$ cat src/rtl/cpu_pkg.sv
// Shared CPU constants: NOP encoding, instruction field positions and IF stage state encoding.
package cpu_pkg;

    localparam logic [31:0] NOP_INSTR = 32'h0000_0000;

    localparam int OP_MSB   = 31;
    localparam int OP_LSB   = 26;
    localparam int FUNC_MSB = 5;
    localparam int FUNC_LSB = 0;

    typedef logic [1:0] if_state_t;

    localparam if_state_t FETCH = 2'd0;
    localparam if_state_t HOLD  = 2'd1;
    localparam if_state_t DROP  = 2'd2;

endpackage

$ cat src/rtl/if_id_stage_if.sv
// Instruction memory fetch bus: request/address out, ready/data back.
interface if_id_stage_if #(
    parameter int PC_W = 32
);
    logic            imem_req;
    logic [PC_W-1:0] imem_addr;
    logic            imem_ready;
    logic [PC_W-1:0] imem_rdata;

    modport master (output imem_req, imem_addr, input imem_ready, imem_rdata);
    modport slave  (input imem_req, imem_addr, output imem_ready, imem_rdata);
endinterface

$ cat src/rtl/if_skid_buf.sv
// One-entry skid buffer holding a fetched word and its pc+4 while decode is stalled.
// Latency: load/unload take effect on the next edge; clear wins over load, load over unload.
// Backpressure: none of its own; the owner decides when to load and unload.
module if_skid_buf
    import cpu_pkg::*;
#(
    parameter int PC_W = 32
) (
    input  logic            clk,
    input  logic            rst,
    input  logic            load,
    input  logic            unload,
    input  logic            clear,
    input  logic [PC_W-1:0] load_dat,
    input  logic [PC_W-1:0] load_pc4,
    output logic            valid,
    output logic [PC_W-1:0] data,
    output logic [PC_W-1:0] pc4
);
    always_ff @(posedge clk) begin
        if (rst || clear) begin
            valid <= 1'b0;
            data  <= PC_W'(NOP_INSTR);
            pc4   <= '0;
        end else if (load) begin
            valid <= 1'b1;
            data  <= load_dat;
            pc4   <= load_pc4;
        end else if (unload) begin
            valid <= 1'b0;
        end
    end
endmodule

$ cat src/rtl/if_id_stage.sv
// IF/ID stage: fetch FSM (FETCH/HOLD/DROP), IF/ID register and skid buffer; optional IF_PERF_CNT_EN counters.
// Latency: one instruction per cycle with imem_ready held high; IF/ID loads on the accepting edge.
// Backpressure: stall parks a returned word in the skid buffer and drops imem_req until released.
module if_id_stage
    import cpu_pkg::*;
#(
    parameter int              PC_W     = 32,
    parameter logic [PC_W-1:0] RESET_PC = 32'h0000_0000
) (
    input  logic            clk,
    input  logic            rst,
    if_id_stage_if.master   imem,
    input  logic            stall,
    input  logic            branch_taken,
    input  logic [PC_W-1:0] branch_target,
    output logic            if_id_valid,
    output logic [PC_W-1:0] if_id_instr,
    output logic [PC_W-1:0] if_id_pc4,
    output logic [5:0]      op,
    output logic [5:0]      func
`ifdef IF_PERF_CNT_EN
    ,
    output logic [31:0]     perf_fetch_cnt,
    output logic [31:0]     perf_stall_cnt
`endif
);
    if_state_t       state;
    logic [PC_W-1:0] pc;
    logic [PC_W-1:0] redirect_pc;
    logic [PC_W-1:0] pc_plus4;
    logic [PC_W-1:0] br_addr;
    logic            fresh;
    logic            accept;
    logic            capture;
    logic            park;
    logic            unload;
    logic            skid_vld;
    logic [PC_W-1:0] skid_dat;
    logic [PC_W-1:0] skid_pc4;

    assign pc_plus4 = pc + PC_W'(4);
    assign br_addr  = branch_target & ~PC_W'(3);

    // A ready in the first cycle out of reset may answer a request the reset abandoned.
    assign accept  = imem.imem_ready && !fresh && (state != HOLD);
    assign capture = (state == FETCH) && accept && !stall && !branch_taken;
    assign park    = (state == FETCH) && accept && stall && !branch_taken;
    assign unload  = (state == HOLD) && skid_vld && !stall && !branch_taken;

    assign imem.imem_req  = !rst && (state != HOLD);
    assign imem.imem_addr = pc;

    assign op   = if_id_instr[OP_MSB:OP_LSB];
    assign func = if_id_instr[FUNC_MSB:FUNC_LSB];

    if_skid_buf #(.PC_W(PC_W)) u_skid (
        .clk      (clk),
        .rst      (rst),
        .load     (park),
        .unload   (unload),
        .clear    (branch_taken),
        .load_dat (imem.imem_rdata),
        .load_pc4 (pc_plus4),
        .valid    (skid_vld),
        .data     (skid_dat),
        .pc4      (skid_pc4)
    );

    always_ff @(posedge clk) begin
        if (rst) begin
            state       <= FETCH;
            pc          <= RESET_PC & ~PC_W'(3);
            redirect_pc <= '0;
            fresh       <= 1'b1;
            if_id_valid <= 1'b0;
            if_id_instr <= PC_W'(NOP_INSTR);
            if_id_pc4   <= '0;
        end else begin
            fresh <= 1'b0;
            if (branch_taken) begin
                if_id_valid <= 1'b0;
                if_id_instr <= PC_W'(NOP_INSTR);
                // With the request still in flight its response must be swallowed first.
                if ((state == HOLD) || accept) begin
                    pc    <= br_addr;
                    state <= FETCH;
                end else begin
                    redirect_pc <= br_addr;
                    state       <= DROP;
                end
            end else begin
                case (state)
                    FETCH: begin
                        if (capture) begin
                            if_id_valid <= 1'b1;
                            if_id_instr <= imem.imem_rdata;
                            if_id_pc4   <= pc_plus4;
                        end else if (!accept && !stall) begin
                            if_id_valid <= 1'b0;
                            if_id_instr <= PC_W'(NOP_INSTR);
                        end
                        if (accept) pc <= pc_plus4;
                        if (park) state <= HOLD;
                    end
                    HOLD: begin
                        if (unload) begin
                            if_id_valid <= 1'b1;
                            if_id_instr <= skid_dat;
                            if_id_pc4   <= skid_pc4;
                            state       <= FETCH;
                        end
                    end
                    DROP: begin
                        if (accept) begin
                            pc    <= redirect_pc;
                            state <= FETCH;
                        end
                    end
                    default: state <= FETCH;
                endcase
            end
        end
    end

`ifdef IF_PERF_CNT_EN
    always_ff @(posedge clk) begin
        if (rst) begin
            perf_fetch_cnt <= '0;
            perf_stall_cnt <= '0;
        end else begin
            if (capture || unload) perf_fetch_cnt <= perf_fetch_cnt + 32'd1;
            if (stall) perf_stall_cnt <= perf_stall_cnt + 32'd1;
        end
    end
`else
    // No performance counters in this build.
`endif

endmodule

$ cat src/flat_wrapper.sv
// flat-port wrapper written by rule: the top's interface ports become plain ports
module if_id_stage_flat import cpu_pkg::*;
#(
    parameter int              PC_W     = 32,
    parameter logic [PC_W-1:0] RESET_PC = 32'h0000_0000
)
  (clk, rst, stall, branch_taken, branch_target, if_id_valid, if_id_instr, if_id_pc4, op, func, imem_imem_req, imem_imem_addr, imem_imem_ready, imem_imem_rdata);
  if_id_stage_if #(.PC_W(PC_W)) imem_i ();
  input  logic clk;
  input  logic rst;
  input  logic stall;
  input  logic branch_taken;
  input  logic [PC_W-1:0] branch_target;
  output logic if_id_valid;
  output logic [PC_W-1:0] if_id_instr;
  output logic [PC_W-1:0] if_id_pc4;
  output logic [5:0] op;
  output logic [5:0] func;
  output wire logic [$bits(imem_i.imem_req)-1:0] imem_imem_req;
  output wire logic [$bits(imem_i.imem_addr)-1:0] imem_imem_addr;
  input wire logic [$bits(imem_i.imem_ready)-1:0] imem_imem_ready;
  input wire logic [$bits(imem_i.imem_rdata)-1:0] imem_imem_rdata;
  assign imem_imem_req = imem_i.imem_req;
  assign imem_imem_addr = imem_i.imem_addr;
  assign imem_i.imem_ready = imem_imem_ready;
  assign imem_i.imem_rdata = imem_imem_rdata;
  if_id_stage #(.PC_W(PC_W), .RESET_PC(RESET_PC)) u_core (.clk(clk), .rst(rst), .imem(imem_i), .stall(stall), .branch_taken(branch_taken), .branch_target(branch_target), .if_id_valid(if_id_valid), .if_id_instr(if_id_instr), .if_id_pc4(if_id_pc4), .op(op), .func(func));
endmodule
$ cat config.mk
export PLATFORM = sky130hd
export DESIGN_NAME = if_id_stage_flat
export DESIGN_NICKNAME = d
export VERILOG_FILES = /design/src/rtl/cpu_pkg.sv /design/src/rtl/if_id_stage_if.sv /design/src/rtl/if_skid_buf.sv /design/src/rtl/if_id_stage.sv /design/src/flat_wrapper.sv
export SDC_FILE = /design/constraint.sdc
export NUM_CORES = 1
export LEC_CHECK = 0
export BUFFER_PORTS_ARGS = -buffer_cell sky130_fd_sc_hd__buf_2
export CAP_MARGIN = 0
export CORE_UTILIZATION = 50
export DETAILED_ROUTE_END_ITERATION = 10
export PLACE_DENSITY_LB_ADDON = 0.08
export SKIP_CTS_REPAIR_TIMING = 1
export SLEW_MARGIN = 20
export SYNTH_ARGS = -nofsm -noshare
export SYNTH_HDL_FRONTEND = slang
export SYNTH_SLANG_ARGS = --single-unit
$ cat constraint.sdc
create_clock -name clk -period 2.5 [get_ports clk]
set_clock_uncertainty 0.1 [all_clocks]
set_input_delay 0.75 -clock clk [delete_from_list [all_inputs] [get_ports clk]]
set_output_delay 0.75 -clock clk [all_outputs]
set_load 0.03 [all_outputs]
==> out/results.txt <==
Reg2Reg Depth: 6
Clk Latency, worst-skew pair: 440 ps
reg2reg setup slack: 240 ps
total routed wirelength: 25010 um
Synth area leaders: dfxtp_1, nand2_1, a21oi_1
Final HPWL DP: 17050 um
CTS clk-pin slew, worst paths: 80 ps
H-tree depth: 4
Syn Area/Cell: 7.736 um2
Slew HR: 65.57%
Max stage delay cell, worst path: dfxtp_1
vias in the first global route: 7413
Max Fclk: 418.5 MHz
# IOs: 179
Ys Warns: 0
Worst EP required: 1650 ps
Seq/Total Area, Yosys: 42.64%
share of cells above drive strength 1: 22.46%
pre-CTS setup slack: -87.42 ps
Row Count: 48
Critical Path Max Stage Delay: 380 ps
RSZ-0062 raised after global routing: false
Layout area overhead: 22.35%
Startpoint Class: flip-flop
grt ovf: 0
CTS buffer count: 17
clk buf depth: 2
first-pass GRT wire length: 39310 um
Worst-Margin Slew: 514.8 ps
drt wl/cell: 16.30 um
most instantiated cells after synthesis: nand2_1, dfxtp_1, a21oi_1
R2R Path End: u_core.if_id_pc4[16]$_SDFFE_PP0P_
Final period util: 95.57%
antenna violations before repair: 0
pin count of the biggest net entering global routing: 84
crit path cell chain: buf_4 > nor2b_4 > nor2_2 > buf_2
DR vias: 8701
Final min period: 2389 ps
Die Span Y: 135.2 um
cells after synthesis: 1147
initial cell density of the core: 51.30%
most instantiated library cell after synthesis: nand2_1
Sinks on Clock Net: 189
Post-synth EDFFs: 0
Hold Crit Start: u_core.if_id_pc4[5]$_SDFFE_PP0P_
Fin Setup TNS: 0 ps
largest fanout on the critical path: 10
Lkg Pwr: 0.004181 uW
core area: 0.01730 mm2
peak supply drop: 0.4971 mV
Async SR Flop Fraction: 0%
fillers: 1623
Most used DFF post-synth: dfxtp_1
WHS Endpoint: u_core.if_id_pc4[5]$_SDFFE_PP0P_
outcome: finished clean
die area: 0.01828 mm2
CTS tree: done
RR Startpoint: u_core.imem.imem_addr[3]$_SDFFE_PP0P_
ANT cells: 0
placed insts: 1502
Hold Crit Class: reg -> reg
vias per inst: 5.672
Worst Hold Depth: 2
root buffer cell: clkbuf_16
DRC violations left: 0
Cell variety after synth: 64
Buffers on Ports: 172
Setup Crit Path Kind: reg -> out
Final nets: 1366
total power draw: 6951 uW
RD Place Congestion: 0.9389
PwrDens: 640.2 mW/mm2
area of the mapped netlist: 0.008874 mm2
count of pins over their slew limit: 0
Setup WS post-layout: 110.8 ps
DRT Pass-1 Iters: 5
CP arrival: 1540 ps
Total GRT Usage: 27.29%
area share of the largest cell type after synthesis: 42.64%
Max Cap Violations: 0
Synth area leader: dfxtp_1
Die X: 135.2 um
Synth Register Bits: 189
final cell count without fillers: 1534
Final Hold Vio Count: 0
worst hold margin: 347.3 ps
Finish-stage setup viols: 0
crit end category: primary output
post-route ant nets: 0
DR iter-0 viols: 732
==> worst max-delay path by stage <==
stage                                                to  slack (ps)                    startpoint
global placement    u_core.u_skid.data[23]$_SDFFE_PP0P_         -60                  branch_taken
finish                                    imem_imem_req         110  u_core.state[0]$_SDFFE_PP0P_
global route                              imem_imem_req          20  u_core.state[0]$_SDFFE_PP0P_
detailed placement   u_core.u_skid.data[5]$_SDFFE_PP0P_         -90                  branch_taken
floorplan                                 imem_imem_req          20                           rst
CTS                                       imem_imem_req         -60  u_core.state[1]$_SDFFE_PP0P_
==> area by class of cell <==
class                      instances  area [um2]  share of cell area [%]
tap                              225       281.5                   2.593
inverter                          10       37.54                  0.3457
timing repair buffer             246        1567                   14.43
clock inverter                    15       182.7                   1.683
sequential                       189        3785                   34.86
multi-input combinational        832        4578                   42.17
clock buffer                      17       425.4                   3.918
==> where the power goes <==
part | internal [uW] | switching [uW] | leakage (uW) | total, uW
Sequential | 3110 | 88.7 | 0.00154 | 3200
Combinational | 343 | 646 | 0.00235 | 988
Clock | 1430 | 1330 | 0.000290 | 2760
Total | 4890 | 2060 | 0.00418 | 6950
==> cells in the final DEF (no fill, tap or decap), types with 5 or more instances in the layout <==
| master | count |
|---|---|
| a22oi_1 | 36 |
| nor3_1 | 32 |
| buf_4 | 62 |
| nand2b_1 | 19 |
| xnor2_1 | 10 |
| a21oi_1 | 123 |
| nand4_1 | 12 |
| nor2_1 | 88 |
| buf_12 | 12 |
| mux2i_1 | 6 |
| inv_1 | 9 |
| and3_1 | 8 |
| nor2b_1 | 9 |
| nor3b_1 | 9 |
| dfxtp_1 | 188 |
| a211o_1 | 8 |
| xor2_1 | 11 |
| a211oi_1 | 53 |
| nor4_1 | 11 |
| a31oi_1 | 13 |
| nand3b_1 | 5 |
| buf_2 | 172 |
| o211ai_1 | 20 |
| o31a_1 | 5 |
| clkbuf_16 | 17 |
| o21ai_0 | 47 |
| nand2_1 | 219 |
| nand3_1 | 21 |
==> state kept, by name (all words and copies together), names as in the netlist <==
signal	count
u_core.if_id_instr	32
u_core.u_skid.data	32
u_core.if_id_pc4	30
u_core.imem.imem_addr	30
u_core.redirect_pc	30
u_core.u_skid.pc4	30
u_core.state	2
u_core.fresh	1
u_core.if_id_valid	1
u_core.u_skid.valid	1
==> logic make-up after synthesis <==
family	share of synthesized area, %
simple gates	24.03
compound gates	24.08
flops	42.64
buf+inv	6.317
xor+xnor	2.073
mux	0.6768
fa+ha+maj	0.1410
other cells	0.04226
==> per-stage QoR <==
step	util [%]	area (um2)
after floorplan	-	8889
after global placement	59.24	10250
after detailed placement	59.24	10250
after CTS	62.76	10860
after global routing	62.77	10860
final	62.77	10860
==> worst max-delay path: cells and delay by family (launching register included) <==
kind	cells	cell delay, ps
buf+inv	2	370
simple gates	2	350
flops	1	380
==> metal layers <==
metal | global-route usage, % | vias up | routed length [um]
li1 | - | 4360 | -
met1 | 39.70 | 3998 | 11600
met2 | 41.05 | 307 | 11180
met3 | 4.265 | 36 | 1721
met4 | 8.864 | 0 | 510
met5 | 0 | - | 0
Note: power is estimated with default switching activity, not from simulation.
